===== config.mk =====
export PLATFORM = sky130hd
export DESIGN_NAME = flash_port_arbiter
export DESIGN_NICKNAME = d
export VERILOG_FILES = /design/src/rtl/flash_port_arbiter.sv
export SDC_FILE = /design/constraint.sdc
export NUM_CORES = 1
export LEC_CHECK = 0
export ABC_AREA = 0
export CORE_AREA = 2 2 121 123
export DETAILED_ROUTE_END_ITERATION = 8
export DIE_AREA = 0 0 123 125
export GPL_TIMING_DRIVEN = 1
export PLACE_DENSITY = 0.53
export SLEW_MARGIN = 20
export SYNTH_ARGS = -nofsm -noshare
export SYNTH_HDL_FRONTEND = slang
export SYNTH_SLANG_ARGS = --single-unit

===== constraint.sdc =====
create_clock -name clk -period 2 [get_ports clk]
set_input_delay 0.5 -clock clk [delete_from_list [all_inputs] [get_ports clk]]
set_output_delay 0.5 -clock clk [all_outputs]
set_load 0.1 [all_outputs]

===== src/rtl/flash_port_arbiter.sv =====
// flash_port_arbiter: shares the flash read port between fetch/data requesters and slots config writes into idle gaps; FLASH_ARB_FAIRNESS_EN bounds data starvation
module flash_port_arbiter #(parameter logic [3:0] STARVE_LIMIT = 4'd8) (
  input  logic        clk,
  input  logic        resetn,
  input  logic        i_valid,
  output logic        i_ready,
  input  logic [23:0] i_addr,
  output logic [31:0] i_rdata,
  input  logic        d_valid,
  output logic        d_ready,
  input  logic [23:0] d_addr,
  output logic [31:0] d_rdata,
  input  logic [3:0]  c_we,
  input  logic [31:0] c_di,
  output logic        c_ready,
  output logic [31:0] c_do,
  output logic        m_valid,
  input  logic        m_ready,
  output logic [23:0] m_addr,
  input  logic [31:0] m_rdata,
  output logic [3:0]  m_cfgreg_we,
  output logic [31:0] m_cfgreg_di,
  input  logic [31:0] m_cfgreg_do,
  output logic        busy
);
  typedef enum logic [1:0] {IDLE, GNT_I, GNT_D, CFG} state_t;
  state_t state, state_nx;
  logic pick_d, i_done, d_done;
  assign i_done = state == GNT_I && m_ready;
  assign d_done = state == GNT_D && m_ready;
`ifdef FLASH_ARB_FAIRNESS_EN
  logic [3:0] starve;
  assign pick_d = d_valid && (!i_valid || starve >= STARVE_LIMIT);
  always_ff @(posedge clk)
    if (!resetn) starve <= '0;
    else if (d_done) starve <= '0;
    else if (i_done && d_valid && starve != 4'hf) starve <= starve + 4'd1;
`else
  logic last_d;
  assign pick_d = d_valid && (!i_valid || !last_d);
  always_ff @(posedge clk)
    if (!resetn) last_d <= 1'b1;
    else if (i_done || d_done) last_d <= d_done;
`endif
  always_ff @(posedge clk)
    if (!resetn) state <= IDLE;
    else state <= state_nx;
  always_comb begin
    state_nx = IDLE;
    if (state == IDLE) state_nx = |c_we ? CFG : pick_d ? GNT_D : i_valid ? GNT_I : IDLE;
    else if (state == GNT_I) state_nx = m_ready || !i_valid ? IDLE : GNT_I;
    else if (state == GNT_D) state_nx = m_ready || !d_valid ? IDLE : GNT_D;
  end
  assign m_valid = (state == GNT_I && i_valid) || (state == GNT_D && d_valid);
  assign m_addr = (state == GNT_D ? d_addr : i_addr) & 24'hfffffc;
  assign i_ready = i_done;
  assign d_ready = d_done;
  assign i_rdata = m_rdata;
  assign d_rdata = m_rdata;
  assign c_ready = state == CFG;
  assign m_cfgreg_we = c_ready ? c_we : 4'd0;
  assign m_cfgreg_di = c_ready ? c_di : 32'd0;
  assign c_do = m_cfgreg_do;
  assign busy = state == GNT_I || state == GNT_D;
endmodule

==> results_dict.tcl <==
set metrics [dict create \
    r2r_start "state[1]" \
    die_area_um2 15400 \
    clkSinkCount 3 \
    cp_slowest_cell "mux2_4" \
    ctsHoldBuffers 0 \
    finalSetupViolCount 0 \
    ys_ff_latch 3 \
    final_cell_mix "84 x clkdlybuf4s50_1, 64 x buf_12, 36 x and2_2" \
    yosysUniqueCellTypes 18 \
    max_freq_mhz 506 \
    yosys.area.top_type "buf_4" \
    synthCells 190 \
    crit_fanout 6 \
    critPathKind "reg2out" \
    coreArea_um2 14200 \
    portBuffers 147 \
    crit_required_ns 1.50 \
    htree_num_levels 1 \
    drtIter0Drc 26 \
    post-place-ws_ns 0.0679 \
    synth.avg_cell_area_um2 8.13 \
    first_pass_iters 4 \
    drive_above_1_share 0.560 \
    vdd_drop_max_v 0.000179 \
    synth_area_leaders "buf_4 48%, mux2_4 18%, and2_1 15%" \
    fin_skew_ns 0.00116 \
    n_fill_cell 1503 \
    synth_top_area_frac 0.476 \
    ys_seq_area_frac 0.0389 \
    start_util 0.109 \
    grt_overflow 0 \
    path_cells "inv_2 > ha_4 > clkbuf_16 > mux2_4 > buf_12" \
    utilization 0.239 \
    final_common_cell "clkdlybuf4s50_1" \
    cts_buffer_depth 2 \
    dpl_cell_area_um2 3200 \
    cpPeakStageDelay_ns 0.32 \
    via_count 1338 \
    drt_wl_total_mm 5.56 \
    slew_violations 0 \
    track_usage 0.0635 \
    power_uw 2010 \
    clk_pin_slew_worst_paths_ns 0.03 \
    areaGrowthSynthToFinish_pct 120 \
    endpoint_kind "output pin" \
    num_rows 44 \
    grt_max_degree 38 \
    start_kind "flop" \
    nNetsFinal 406 \
    hpwl_mm 4.43 \
    gp_congestion 0.717 \
    drc 0 \
    hold_viol_final 0 \
    pwr_density_cell_nw_per_um2 591 \
    hold_path_class "reg2reg" \
    min_period_ns 1.98 \
    numCtsBuffers 3 \
    fin_ws_ns 0.0231 \
    drv_cap 0 \
    timing.final.crit_share 0.988 \
    antenna_found_initial 0 \
    viasPerCell 3.10 \
    fin_area_um2 3400 \
    crit_family "buffers and inverters" \
    worst-path-buf-inv 3 \
    ios 314 \
    fp.dieW_um 123 \
    antenna_left 0 \
    rsz0062_at_grt "yes" \
    cts_tree "built" \
    cts_root_buffer "clkbuf_16" \
    critPathArrivalTime_ns 1.48 \
    status "completed" \
    p_leak_uw 0.00140 \
    wl_per_cell_um 12.9 \
    min_from "last_d" \
    antenna_cells 0 \
    grt_pass1_vias 1350 \
    grt_pass1_wl_mm 7.58 \
    syn-cell-area_um2 1540 \
    ys.warnings.count 0 \
    clk_latency_ns 0.22 \
    die_h_um 125 \
    cp-startpoint "state[0]" \
]
-- area by class of cell --
type / count / area [um^2] / share of cell area
flip-flops and latches: 3 / 61.3 / 0.0180
multi-input cells: 79 / 774 / 0.228
inverters: 5 / 18.8 / 0.00552
well taps: 184 / 230 / 0.0677
repair buffers: 157 / 2230 / 0.658
clock buffers: 4 / 78.8 / 0.0232
-- sequential cells by signal, summed over array words and instances (netlist names) --
signal and flops:
last_d 1, state 2
-- Yosys cell counts --
cell type / number
and2_1: 38
nor4bb_1: 1
and3b_1: 1
clkbuf_1: 3
mux2_4: 18
buf_4: 98
o21ai_0: 3
buf_6: 3
mux2_2: 4
o211ai_1: 1
conb_1: 1
a22o_1: 1
dfxtp_1: 3
nand2_1: 3
nor4_1: 1
inv_1: 5
ha_1: 4
a21oi_1: 2
-- report_power, final --
part,switching [uW],leakage [uW],internal [uW]
Sequential,5.43,0.0000251,68.0
Combinational,939,0.00134,683
Clock,50.3,0.0000382,263
Total,995,0.00140,1010
-- worst reg2reg max path, delay by kind of cell, from the launching register on --
| family | cells | cell delay [ns] |
|---|---|---|
| DFF | 1 | 0.36 |
| AOI/OAI and AO/OA | 2 | 0.24 |
| adders and majority gates | 1 | 0.21 |
| buffers and inverters | 2 | 0.19 |
| and+or+nand+nor | 1 | 0.30 |
-- stage by stage --
stage / hold slack, ns / cells / setup TNS [ns]
after detailed placement: 0.520 / 422 / 0
final: 0.513 / 432 / 0
after CTS: 0.522 / 427 / -0.0865
after floorplan: 0.479 / 191 / 0
after global placement: 0.504 / 422 / 0
after global routing: 0.551 / 432 / -0.410
-- cells by family (layout without fill, tap and decap cells) --
group                      count (synthesis)  in the layout  synth area share
AOI/OAI and AO/OA                          7              7            0.0267
adders and majority gates                  4              4            0.0324
buffers and inverters                    109            166             0.518
DFF                                        3              3            0.0389
muxes                                     22             22             0.204
other                                      1              2           0.00243
and+or+nand+nor                           44             44             0.177
-- layer usage --
metal | global-route usage | vias to the layer above | wire, um
met1 | 0.0670 | 627 | 1950
met2 | 0.108 | 79 | 2820
met3 | 0.0251 | 17 | 681
met4 | 0.0334 | 0 | 107
li1 | - | 615 | -
met5 | 0 | - | 0
-- timing repair --
| item | 4_1_cts | 5_1_grt |
|---|---|---|
| resized for setup | 7 | 3 |
| buffers inserted | 0 | 4 |
| pin swaps | 0 | 0 |
| endpoints found under the setup margin | 22 | 52 |
| gates cloned | 1 | 1 |
-- worst paths after layout --
path                              endpoint  slack, ns  cells after the start
worst max-delay path            m_addr[17]       0.02                      5
worst max register to register    state[1]       0.63                      6
worst min-delay path                last_d       0.51                      2
worst min register to register      last_d       0.51                      2
(Power assumes the default switching activity.)
